## src/rtl/pwm_frame_sequencer.sv

```systemverilog
// Steps a table of (A, B) duty pairs one entry per PWM frame and drives the generator's limits,
// frame-load strobe and enable. Define PWM_SEQ_ONESHOT_EN to add a single-pass sequencing mode.
module pwm_frame_sequencer #(
  parameter int DEPTH = 8,
  parameter int AW    = 3,
  parameter int W     = 7,
  parameter int FW    = 8
) (
  input  logic          i_clkCore,
  input  logic          i_reset,
  input  logic          i_wr_en,
  input  logic [AW-1:0] i_wr_addr,
  input  logic [W-1:0]  i_wr_A,
  input  logic [W-1:0]  i_wr_B,
  input  logic [AW-1:0] i_seq_last,
  input  logic [FW-1:0] i_frame_len,
  input  logic          i_start,
  input  logic          i_stop,
`ifdef PWM_SEQ_ONESHOT_EN
  input  logic          i_oneshot,
`endif
  output logic [W-1:0]  o_A_val,
  output logic [W-1:0]  o_B_val,
  output logic          o_clkZ,
  output logic          o_en,
  output logic          o_busy,
  output logic [AW-1:0] o_idx,
  output logic          o_wrap
);

  typedef enum logic [1:0] {IDLE, PRIME, RUN, STOPPING} state_t;

  state_t          r_state;
  state_t          w_nextState;
  logic [2*W-1:0]  r_table [DEPTH];
  logic [W-1:0]    r_aVal;
  logic [W-1:0]    r_bVal;
  logic [AW-1:0]   r_idx;
  logic [FW-1:0]   r_cnt;
  logic            r_clkZ;
  logic            r_wrap;
  logic            r_wrapPend;
  logic            r_startReq;
  logic            r_oneshot;
  logic            w_oneshotIn;
  logic            w_fetch;
  logic            w_issueZ;
  logic            w_primeLoad;
  logic            w_lastEntry;
  logic [AW-1:0]   w_nextIdx;
  logic [FW-1:0]   w_len;

`ifdef PWM_SEQ_ONESHOT_EN
  assign w_oneshotIn = i_oneshot;
`else
  assign w_oneshotIn = 1'b0;
`endif

  // A zero frame length would stall the counter, so it is treated as one.
  assign w_len       = (i_frame_len == '0) ? FW'(1) : i_frame_len;
  assign w_lastEntry = (r_idx >= i_seq_last);
  assign w_nextIdx   = w_lastEntry ? '0 : r_idx + AW'(1);

  assign o_A_val = r_aVal;
  assign o_B_val = r_bVal;
  assign o_clkZ  = r_clkZ;
  assign o_idx   = r_idx;
  assign o_wrap  = r_wrap;
  assign o_en    = (r_state != IDLE);
  assign o_busy  = (r_state != IDLE);

  always_ff @(posedge i_clkCore or negedge i_reset) begin
    if (!i_reset) r_state <= IDLE;
    else          r_state <= w_nextState;
  end

  // Count 0 is the frame boundary (clkZ); count 1 is the fetch point one cycle earlier.
  always_comb begin
    w_nextState = r_state;
    w_fetch     = 1'b0;
    w_issueZ    = 1'b0;
    w_primeLoad = 1'b0;
    case (r_state)
      IDLE: begin
        if (r_startReq) begin
          w_nextState = PRIME;
          w_primeLoad = 1'b1;
        end
      end
      PRIME: begin
        w_issueZ    = 1'b1;
        w_nextState = i_stop ? STOPPING : RUN;
      end
      RUN: begin
        if (r_cnt == '0) begin
          w_issueZ = 1'b1;
          if (i_stop) w_nextState = STOPPING;
        end else if (r_cnt == FW'(1)) begin
          if (i_stop || (r_oneshot && w_lastEntry)) w_nextState = IDLE;
          else                                      w_fetch     = 1'b1;
        end else if (i_stop) begin
          w_nextState = STOPPING;
        end
      end
      STOPPING: begin
        if (r_cnt <= FW'(1)) w_nextState = IDLE;
      end
      default: w_nextState = IDLE;
    endcase
  end

  always_ff @(posedge i_clkCore or negedge i_reset) begin
    if (!i_reset) begin
      for (int i = 0; i < DEPTH; i++) r_table[i] <= '0;
      r_aVal     <= '0;
      r_bVal     <= '0;
      r_idx      <= '0;
      r_cnt      <= '0;
      r_clkZ     <= 1'b0;
      r_wrap     <= 1'b0;
      r_wrapPend <= 1'b0;
      r_startReq <= 1'b0;
      r_oneshot  <= 1'b0;
    end else begin
      if (i_wr_en) r_table[i_wr_addr] <= {i_wr_A, i_wr_B};
      if (r_state == IDLE && !r_startReq) begin
        r_startReq <= i_start && !i_stop;
        r_oneshot  <= w_oneshotIn;
      end else begin
        r_startReq <= 1'b0;
      end
      r_clkZ <= w_issueZ;
      r_wrap <= w_issueZ && (r_state == RUN) && r_wrapPend;
      if (w_issueZ)          r_cnt <= w_len;
      else if (r_cnt != '0)  r_cnt <= r_cnt - FW'(1);
      if (w_primeLoad) begin
        {r_aVal, r_bVal} <= r_table[0];
        r_idx            <= '0;
        r_wrapPend       <= 1'b0;
      end else if (w_fetch) begin
        {r_aVal, r_bVal} <= r_table[w_nextIdx];
        r_idx            <= w_nextIdx;
        r_wrapPend       <= w_lastEntry;
      end
    end
  end

endmodule

```

## config.mk

```make
export PLATFORM = sky130hd
export DESIGN_NAME = pwm_frame_sequencer
export DESIGN_NICKNAME = d
export VERILOG_FILES = /design/src/rtl/pwm_frame_sequencer.sv
export SDC_FILE = /design/constraint.sdc
export NUM_CORES = 1
export LEC_CHECK = 0
export ABC_AREA = 1
export CORE_ASPECT_RATIO = 1.2
export CORE_UTILIZATION = 45
export CTS_CLUSTER_SIZE = 20
export DETAILED_ROUTE_END_ITERATION = 8
export HOLD_SLACK_MARGIN = 0.03
export PLACE_DENSITY = 0.73
export SLEW_MARGIN = 20
export SYNTH_ARGS = -nofsm -noshare
export SYNTH_HDL_FRONTEND = slang
export SYNTH_SLANG_ARGS = --single-unit
```

## constraint.sdc

```tcl
create_clock -name i_clkCore -period 3.1 [get_ports i_clkCore]
set_clock_uncertainty 0.15 [all_clocks]
set_input_delay 0.31 -clock i_clkCore [delete_from_list [all_inputs] [get_ports i_clkCore]]
set_output_delay 0.31 -clock i_clkCore [all_outputs]
set_load 0.05 [all_outputs]
```

# Word-level counts from Yosys, hierarchy flattened

Cells that the tools add are included.

Register bits after elaboration: 143
Bits in latches: 0
Bits in writable memories: 0
ROM bits: 0
Bits of input ports: 33
Output and inout port bits: 21
Word-level logic and storage cells: 83
Memories: 0

Add/subtract/negate cells: 2
$mul: 0
Div/mod/pow operators: 0
$lt $le $gt $ge: 5
Equal/unequal tests: 7
Shifts and indexed selects: 0
Multiplexer cells: 35
Bitwise operators: 2
Reduce and logical (&&, ||, !) cells: 15

Operator list:

| operator                                                                      | number |
|---|---|
| 112-bit bitwise mux                                                           | 1 |
| 14-bit binary-select mux with 3-bit select                                    | 1 |
| 14-bit demux with 3-bit select                                                | 1 |
| 14-bit 2-to-1 mux                                                             | 3 |
| 7-bit 2-to-1 mux                                                              | 4 |
| 8-bit 2-to-1 mux                                                              | 3 |
| 8-bit logical NOT                                                             | 2 |
| 2-bit 2-to-1 mux                                                              | 6 |
| 1-bit 2-to-1 mux                                                              | 11 |
| 3-bit 2-to-1 mux                                                              | 3 |
| 8-bit by 1-bit == test with 1-bit output (second input constant)              | 1 |
| 4-bit >= comparator (second input constant)                                   | 2 |
| 8-bit by 1-bit <= comparator with 1-bit output (second input constant)        | 1 |
| 3-bit NOT with 4-bit output                                                   | 2 |
| 2-bit one-hot mux with 4 select lines                                         | 1 |
| 8-bit nonzero test                                                            | 1 |
| 8-bit by 1-bit subtractor with 8-bit output (second input constant)           | 1 |
| 2-bit nonzero test                                                            | 3 |
| 1-bit logical AND                                                             | 5 |
| 2-bit == test (second input constant)                                         | 2 |
| 4-bit by 1-bit less-than comparator with 1-bit output (second input constant) | 1 |
| 2-bit != test (second input constant)                                         | 2 |
| 4-bit != test (second input constant)                                         | 1 |
| 3-bit by 1-bit adder with 3-bit output (second input constant)                | 1 |
| 6 further kinds                                                               | 7 |

# Longest topological paths before layout

Gate-level depths: netlist of the first run.

Depth in word-level cells: 8
Mapped depth: 17
Gate-level depth less buffers: 14

# Worst setup path after synthesis of the first run

OpenSTA, ideal clock, no wires.

Path kind: reg2reg
From: register r_idx[0], in the netlist o_idx[0]
To: register r_bVal[3], in the netlist o_B_val[3]
Library setup time: 0.113 ns
Arrival: 2.477 ns
Required time: 2.837 ns
Slack: 0.361 ns
Stages on the path, launching flop included: 17
Buffers on the path: 4
Clock period less this slack: 2.739 ns
Path through: dfrtp_1 clkinv_1 buf_2 buf_2 ha_1 inv_1 nand2_1 nand2_2 buf_2 buf_2 nand4_1 nand3_1 nand2_1 nand2_1 nand3_1 nand2_1 inv_1

Longest elaborated chain between the ends: 8
Elaborated cells between the ends (all ways): 9
Classes of those cells: add/sub (1); order compare (1); mux (6); bitwise (1)

Ends and longest elaborated chain:

| item                                                                                 | line   | source |
|---|---|---|
| start: declaration                                                                   | 38     | `logic [AW-1:0] r_idx;` |
| start signal: assignment                                                             | 142    | `r_idx <= w_nextIdx;` |
| 3-bit by 1-bit adder with 3-bit output / 3-bit >= comparator (equally long branches) | 62, 61 |  |
| 3-bit 2-to-1 mux (*)                                                                 | 62     | `assign w_nextIdx = w_lastEntry ? '0 : r_idx + AW'(1);` |
| 3-bit NOT with 4-bit output (implied by the code) (*)                                | 141    | `{r_aVal, r_bVal} <= r_table[w_nextIdx];` |
| 14-bit binary-select mux with 3-bit select (*)                                       | 141    |  |
| 14-bit 2-to-1 mux (implied by the code) (*) (2 in a row)                             | 141    |  |
| 7-bit 2-to-1 mux (*)                                                                 | 140    | `end else if (w_fetch) begin` |
| 7-bit 2-to-1 mux (*)                                                                 | 136    | `if (w_primeLoad) begin` |
| end signal: assignment                                                               | 137    | `{r_aVal, r_bVal} <= r_table[0];` |
| end signal: assignment                                                               | 141    |  |
| end: declaration                                                                     | 37     | `logic [W-1:0] r_bVal;` |

Every way passes the cells marked *; elsewhere a longest branch is shown, timed or not. The select of a mux whose other input is x is not followed.
A chain may end at the register's enable or synchronous reset.

# Worst setup path after layout of the first run

From: register r_state[0]
To: output port o_busy

Longest elaborated chain between the ends: 1

Ends and longest elaborated chain:

| item                     | line | source |
|---|---|---|
| start: declaration       | 33   | `state_t r_state;` |
| start signal: assignment | 74   | `else r_state <= w_nextState;` |
| 2-bit nonzero test       | 70   | `assign o_busy = (r_state != IDLE);` |
| end: declaration         | 26   | `output logic o_busy,` |

Every way passes these cells.

==> results of run 1 <==
-- worst max-delay path by stage --
stage                  start         end  slack, ns  depth (start not counted)
3_5_place_dp   i_seq_last[2]  o_B_val[5]       0.51                         12
2_1_floorplan       o_idx[0]  o_B_val[3]       0.36                         16
4_1_cts           r_state[0]      o_busy       0.56                          4
5_1_grt           r_state[0]      o_busy       0.48                          4
6_report          r_state[0]      o_busy       0.58                          4
3_3_place_gp   i_seq_last[2]  o_B_val[5]       0.54                         12
-- power groups by stage --
| stage | Sequential, mW | Combinational [mW] | Clock (mW) |
|---|---|---|---|
| floorplan | 2.93 | 1.52 | 0 |
| global placement | 2.65 | 2.52 | 0 |
| detailed placement | 2.66 | 2.57 | 0 |
| CTS | 2.64 | 2.59 | 2.14 |
| global route | 2.69 | 2.89 | 2.23 |
| finish | 2.64 | 2.58 | 2.12 |
-- cells in the mapped netlist (8+ instances only) --
library cell and number:
ha_1 12, nand2_1 261, nand3_1 47, clkbuf_1 23, nand4_1 29, a21oi_1 12, inv_1 124, a21oi_2 8
o21ai_1 11, or2_2 13, buf_2 17, nor2_1 73, dfrtp_1 143, o21ai_0 121
-- cells in the final DEF, fill, tap and decap left out, types with 4 or more instances in the layout --
cell type,instances
or2_2,13
nor2_1,73
dfrtp_1,143
a21oi_2,8
clkdlybuf4s50_1,52
inv_2,4
ha_1,12
clkbuf_16,17
a21oi_1,12
inv_1,124
o21ai_1,11
nand3_1,47
xor2_1,6
buf_4,20
o21ai_0,121
nand2_1,261
nand4_1,29
nand2_2,5
-- worst max-delay path: stages (launching register included) --
cell and delay [ns]:
dfrtp_1 0.39, inv_1 0.12, ha_1 0.23, inv_1 0.09, clkdlybuf4s50_1 0.80
-- sequential cells by signal, summed over array words and instances (netlist names) --
signal and count:
r_state 2, r_table 112, r_cnt 8, r_startReq 1, o_clkZ 1, o_idx 3, o_wrap 1, o_A_val 7
r_wrapPend 1, o_B_val 7
-- stage by stage --
step	hold WS (ns)	util, %	total power, mW	std cells
after floorplan	-0.1356	-	4.450	941
after global placement	0.2559	51.02	5.174	1178
after detailed placement	0.2596	51.02	5.229	1178
after CTS	0.2634	55.00	7.364	1211
after global routing	0.2898	55.00	7.808	1211
final	0.2772	55.00	7.344	1211
-- routing by layer --
| layer | wire length [um] | part of all wire (%) | track usage, % |
|---|---|---|---|
| met5 | 0 | 0 | 0 |
| met4 | 556 | 2.9 | 11.67 |
| met3 | 995 | 5.2 | 4.773 |
| met2 | 9086 | 48 | 40.65 |
| met1 | 8441 | 44 | 32.39 |
-- layout make-up --
cell class              instances  area [sq um]
well taps                     208         260.3
inverters                     130         490.5
repair buffers                 75         711.9
multi-input cells             623          2980
flip-flops and latches        143          3578
clock buffers                  19         452.9
fillers                      1453          7066
clock inverters                13         162.7
-- cells by family (layout without fill, tap and decap cells) --
group | count (synthesis) | count (layout)
simple gates | 443 | 443
buf+inv | 175 | 237
compound gates | 161 | 161
flops | 143 | 143
fa+ha+maj | 12 | 12
xor+xnor | 7 | 7
-- what timing repair did --
| item | 4_1_cts | 5_1_grt |
|---|---|---|
| hold endpoints to repair | 77 | 0 |
| gates resized for setup | 0 | 0 |
| hold buffers | 1 | 0 |
==> metrics, run 1 <==
std cell rows 50; Slew Limit Fails 0; RSZ-0062 raised after global routing no; Top Ports 54; number of global-route vias before repair 6252; Comb pwr share 35.2%; pre-CTS setup slack 0.5053 ns; buffers from clock root to sink, at most 2; drt initial violations 497; largest net degree at the start of global routing 82; reg-to-reg endpoint o_A_val[3]; DRC viols 0; CTS tree done; prevailing post-synth register cell dfrtp_1; overall routed net length 19.08 mm; Endpoint, Worst Hold r_startReq; Rel. slew slack 33.38%; detailed-route via count 6239; Detailed Routing Iterations Pass 1 5; synthesized area per cell 7.721 sq um; max-cap violations 0; Synth Net Count 986; layout cells sized above 1 9.472%; Worst Hold Class in2reg; Clk pwr share 28.9%; largest family of logic cells by synthesized area simple AND/OR/NAND/NOR gates; diode count 0; status finished, final reports clean; routability cong. 0.8380; worst-path maximum fanout 4; nets 1035; CP arrival 2.06 ns; Post-Synth Adder-Cell Area 2.066%; element type at the critical path start register; sequential share of power 36.0%; Post-DRT Antenna Nets 0; Hold Crit Start i_start; Via density 5.152; Synth top area share 49.25%; Cells after Synth 941; Synth Cell Area 7266 sq um; sequential share of the synthesized area 49.25%; full die area 16660 sq um; area grow syn2layout 18.87%; Worst setup EP type output pin; WL per Instance 15.75 um; Core Area 15700 sq um; LEAKAGE 4.470 nW; CP required 2.64 ns; Cell Area, Placed 8011 sq um; Netlist cell types 38; period utilisation layout 81.22%; Hold Fails Final Rpt 0; WS Path Type reg2out; worst skew pair latency 0.43 ns; Achievable Freq 0.3972 GHz; EDFF count, synth 0; Die X 118.0 um; top cells by area, synth dfrtp_1 (49%), nand2_1 (13%), o21ai_0 (8.3%); ys async rst share 100.0%; worst setup slack after layout 0.5821 ns; Worst-path clk slew 0.06 ns; setup_tns 0 ns; pwr dens 850.3 nW/um^2; complex-gate fraction of the synthesized area 11.90%; Worst-Margin Slew 0.9969 ns; Post-DP HPWL 12.13 mm; Synth Warn # 0; starting density of the core 46.27%; reg2reg path depth 11; first-pass GRT wire length 32.13 mm; synthesis-stage register bit count 143; switching pwr 2.787 mW; Die Y-Extent 141.2 um; internal power 4.557 mW; port bufs 53; Sw Ratio 37.94%; dominant cell type by area after synthesis dfrtp_1; CTS Buf Count 17; fin crit period 2.518 ns; R2R Path Start o_idx[0]; Final Cell Area 8637 sq um; Root Driver clkbuf_16; R2R setup slack 0.83 ns; gr ovfl total 0; setup violators final 0; Hold Path Depth 3; simple-gate portion of the synthesized area 26.21%; mux share of post-synthesis cell area 0%; post-CTS setup buffer count 0; Tot GR Track Use 25.04%; Max VDD drop 415.6 uV; clk sinks 143; initial antenna violation count 0; XOR/XNOR Fraction of Synth Area 0.8438%; CTS H-tree depth 4
Power figures use the tool's default switching activity.
==> inputs of run 2 (changes only) <==
--- a/config.mk
+++ b/config.mk
@@ -11,7 +11,7 @@
 export CTS_CLUSTER_SIZE = 20
 export DETAILED_ROUTE_END_ITERATION = 8
 export HOLD_SLACK_MARGIN = 0.03
-export PLACE_DENSITY = 0.73
+export PLACE_DENSITY = 0.75
 export SLEW_MARGIN = 20
 export SYNTH_ARGS = -nofsm -noshare
 export SYNTH_HDL_FRONTEND = slang
==> constraint.sdc (replaced) <==
create_clock -name i_clkCore -period 2.09 [get_ports i_clkCore]
set_clock_uncertainty 0.15 [all_clocks]
set_input_delay 0.209 -clock i_clkCore [delete_from_list [all_inputs] [get_ports i_clkCore]]
set_output_delay 0.209 -clock i_clkCore [all_outputs]
set_load 0.05 [all_outputs]
==> metrics, run 2 (same netlist as run 1, synthesis figures left out) <==
setup violators final 1; delay-heaviest family, CP buffers and inverters; placed insts 1200; area grow syn2layout 26.88%; Power Total 11.31 mW; WS Path Type reg2out; Slew Limit Fails 0; commonest non-fill, non-tap cells in the layout nand2_1 (258), dfrtp_1 (141), inv_1 (123); fin crit period 2.092 ns; LEAKAGE 4.765 nW; gr ovfl total 0; WL per Instance 16.27 um; CTS tree done; Top Ports 54; Core Area 15700 sq um; CP required 1.73 ns; slowest cell on the critical path clkdlybuf4s50_1; max reg flops 112; WP buf/inv 1; first-pass GRT wire length 31.35 mm; Via density 5.315; worst setup slack after layout -0.001912 ns; Max VDD drop 757.2 uV; clk sinks 143; Tot GR Track Use 24.05%; Die X 118.0 um; Hold Fails Final Rpt 0; CTS Buf Count 17; Die Y-Extent 141.2 um; nets 1068; routability cong. 0.8410; Reg area 3581 sq um; internal power 7.081 mW; sequential share of power 34.9%; switching pwr 4.229 mW; buffers from clock root to sink, at most 2; CP arrival 1.73 ns; violated checks negative setup slack; number of global-route vias before repair 6247; drt initial violations 684; CTS H-tree depth 4; Clk pwr share 26.6%; std cell rows 50; # fillers 1341; overall routed net length 20.22 mm; element type at the critical path start register; Cell Chain, Critical Path clkdlybuf4s50_1; starting density of the core 46.27%; initial antenna violation count 0; max-cap violations 0; DRC viols 0; port bufs 53; fin cells 1243; RSZ-0062 raised after global routing yes; worst-path maximum fanout 2; Worst Hold Class in2async; Detailed Routing Iterations Pass 1 6; Comb pwr share 38.5%; largest net degree at the start of global routing 58; Root Driver clkbuf_16; full die area 16660 sq um; Critical Path Max Stage Delay 0.85 ns; Worst-path clk slew 0.06 ns; period utilisation layout 100.1%; most common cell after layout, fill and taps aside nand2_1; status finished, violations left; Rel. slew slack 65.40%; register bank with the most flops r_table; detailed-route via count 6606; Largest regs r_table: 112 flops, r_cnt: 8 flops; pwr dens 1227 nW/um^2; Multi-input gate area 3123 sq um; Worst-Margin Slew 0.5190 ns; Post-DP HPWL 12.44 mm; Achievable Freq 0.4780 GHz; diode count 0; layout cells sized above 1 14.78%; Post-DRT Antenna Nets 0; Sw Ratio 37.39%; Worst setup EP type output pin; worst skew pair latency 0.42 ns
## run 2: power groups by stage
stage / clock (mW) / sequential (mW) / combinational (mW)
6_report: 3.01 / 3.95 / 4.35
5_1_grt: 3.16 / 4.01 / 4.79
4_1_cts: 3.04 / 3.92 / 4.01
3_5_place_dp: 0 / 3.96 / 3.97
3_3_place_gp: 0 / 3.95 / 3.88
2_1_floorplan: 0 / 4.35 / 2.36
## run 2: stage by stage
step / setup TNS [ns] / util (%) / area (sq um) / hold WS, ns / worst slack, ns
final: -0.001912 / 58.71 / 9219 / 0.1318 / -0.001912
after global routing: -0.3167 / 58.71 / 9219 / 0.1615 / -0.05000
after CTS: 0 / 56.82 / 8922 / 0.1526 / 0.008133
after detailed placement: -4.458 / 52.90 / 8307 / 0.02261 / -0.3379
after global placement: -3.974 / 52.90 / 8307 / 0.02648 / -0.3146
after floorplan: -2.915 / - / 7402 / -0.2366 / -0.2193
## run 2: cell type report
cell class,instances,share of cell area [%]
flip-flops and latches,143,38.84
clock buffers,26,5.524
repair buffers,108,12.66
well taps,208,2.823
multi-input cells,623,33.88
clock inverters,5,0.8415
inverters,130,5.429
## run 2: timing repair
action / in CTS / in global routing
setup endpoints to repair: 8 / 16
hold buffers: 1 / 0
gates cloned: 0 / 6
setup buffers: 0 / 5
hold endpoints to repair: 143 / 0
resized for setup: 4 / 35
pin swaps: 0 / 17
## run 2: final timing paths
check / start / to / slack [ns] / cells past startpoint
setup reg to reg: o_idx[0] / o_A_val[0] / 0.03 / 15
setup / recovery: o_B_val[4] / o_B_val[4] / -0.002 / 1
max in group asynchronous: i_reset / r_table[60] / 1.04 / 3
hold / removal: i_reset / r_cnt[7] / 0.13 / 2
hold reg to reg: r_table[52] / r_table[52] / 0.33 / 2
min in group i_clkCore: i_start / r_startReq / 0.19 / 3
## run 2: routing by layer
metal | GRT usage, % | vias up | part of all wire, %
met3 | 4.369 | 55 | 6.8
li1 | - | 3137 | -
met1 | 30.84 | 3110 | 41
met2 | 39.72 | 304 | 49
met4 | 10.80 | 0 | 3.2
met5 | 0 | - | 0
==> inputs of run 3 (changes only) <==
--- a/config.mk
+++ b/config.mk
@@ -7,11 +7,13 @@
 export LEC_CHECK = 0
 export ABC_AREA = 1
 export CORE_ASPECT_RATIO = 1.2
+export CORE_MARGIN = 3
 export CORE_UTILIZATION = 45
 export CTS_CLUSTER_SIZE = 20
 export DETAILED_ROUTE_END_ITERATION = 8
 export HOLD_SLACK_MARGIN = 0.03
 export PLACE_DENSITY = 0.75
+export REMOVE_ABC_BUFFERS = 1
 export SLEW_MARGIN = 20
 export SYNTH_ARGS = -nofsm -noshare
 export SYNTH_HDL_FRONTEND = slang
==> metrics, run 3 (same netlist as run 1, synthesis figures left out) <==
Detailed Routing Iterations Pass 1 5; worst-path maximum fanout 2; pre-CTS setup slack -0.2949 ns; max-cap violations 0; Via density 5.101; Hold Fails Final Rpt 0; Core Area 15700 sq um; initial antenna violation count 0; CTS H-tree depth 4; starting density of the core 46.27%; internal power 6.767 mW; buffers from clock root to sink, at most 2; Die Y-Extent 145.2 um; Critical Path Max Stage Delay 0.83 ns; status finished, final reports clean; clk sinks 143; Power Total 10.76 mW; period utilisation layout 95.53%; register bank with the most flops r_table; layout cells sized above 1 12.22%; Top Ports 54; Post-DRT Antenna Nets 0; Largest regs r_table: 112 flops, r_cnt: 8 flops; Max VDD drop 675.4 uV; R2R setup slack 0.12 ns; placed insts 1200; drt initial violations 459; Worst setup EP type output pin; CTS tree done; Tot GR Track Use 21.15%; slowest cell on the critical path clkdlybuf4s50_1; largest net degree at the start of global routing 57; Post-DP HPWL 11.69 mm; Final Core Density 56.98%; gr ovfl total 0; Worst-path clk slew 0.06 ns; Cell Chain, Critical Path clkdlybuf4s50_1; Slew Limit Fails 0; element type at the critical path start register; routability cong. 0.8033; number of global-route vias before repair 6033; CTS Buf Count 17; DRC viols 0; max reg flops 112; overall routed net length 18.24 mm; nets 1063; setup violators final 0; WL per Instance 14.72 um; Worst-Margin Slew 0.5438 ns; full die area 17710 sq um; Worst Hold Class in2async; Root Driver clkbuf_16; LEAKAGE 4.689 nW; Comb pwr share 36.6%; port bufs 53; most common cell after layout, fill and taps aside nand2_1; diode count 0; detailed-route via count 6320; Die X 122.0 um; std cell rows 50; CP required 1.73 ns; worst skew pair latency 0.42 ns; delay-heaviest family, CP buffers and inverters; sequential share of power 36.3%; switching pwr 3.992 mW; pwr dens 1203 nW/um^2; Achievable Freq 0.5008 GHz; fin crit period 1.997 ns; fin cells 1239; CP arrival 1.64 ns; Sw Ratio 37.11%; first-pass GRT wire length 29.87 mm; Rel. slew slack 63.75%; Clk pwr share 27.1%; WS Path Type reg2out; area grow syn2layout 23.14%; WP buf/inv 1; commonest non-fill, non-tap cells in the layout nand2_1 (258), dfrtp_1 (143), inv_1 (124); worst setup slack after layout 0.09334 ns
-- run 3: cell count changes in the layout (fill, tap and decap cells not counted), moves of 3 or more --
cell	before	now
nor2_2	9	1
nor2_1	63	73
clkbuf_16	21	17
nand3_2	8	2
nand3_1	40	46
clkinv_2	2	5
clkbuf_8	5	2
buf_12	10	6
buf_4	35	38
-- run 3: what timing repair did --
item | CTS | global route
setup buffers | 0 | 5
hold buffers | 1 | 0
resized for setup | 0 | 20
endpoints found under the hold margin | 57 | 0
endpoints found under the setup margin | 0 | 18
-- run 3: worst paths after layout --
check                                    to   startpoint  cells past startpoint
worst max-delay path             o_B_val[1]   o_B_val[1]                      1
worst min-delay path               r_cnt[4]      i_reset                      2
worst max register to register   o_A_val[3]     o_idx[0]                     14
worst min register to register  r_table[55]  r_table[55]                      2
max in group asynchronous       r_table[23]      i_reset                      3
min in group i_clkCore           r_startReq      i_start                      3
-- run 3: cell type report --
| class | instances | area, sq um |
|---|---|---|
| repair buffers | 102 | 1002 |
| multi-input cells | 624 | 3055 |
| clock buffers | 25 | 475.5 |
| flip-flops and latches | 143 | 3578 |
| well taps | 208 | 260.3 |
| clock inverters | 7 | 85.08 |
| fillers | 1408 | 6755 |
| inverters | 130 | 490.5 |
-- run 3: per-layer routing --
layer / vias up / track usage, % / routed length [um]
met5: - / 0 / 0
met4: 0 / 7.231 / 418
met3: 28 / 5.419 / 1048
met2: 150 / 33.19 / 8438
met1: 3010 / 28.47 / 8334
li1: 3132 / - / -
-- run 3: per-stage QoR --
| step | TNS [ns] | area [sq um] | hold WS, ns |
|---|---|---|---|
| after detailed placement | -4.052 | 8228 | 0.05210 |
| after global placement | -3.587 | 8228 | 0.05589 |
| after global routing | -0.09215 | 8947 | 0.1822 |
| after floorplan | -36.11 | 7049 | -0.2366 |
| final | 0 | 8947 | 0.1705 |
| after CTS | 0 | 8798 | 0.1764 |
-- run 3: power groups by stage --
stage	combinational, mW	clock [mW]	sequential, mW
2_1_floorplan	2.15	0	4.35
3_3_place_gp	3.78	0	3.93
3_5_place_dp	3.86	0	3.93
4_1_cts	3.89	2.95	3.90
5_1_grt	4.39	3.08	3.98
6_report	3.94	2.92	3.91
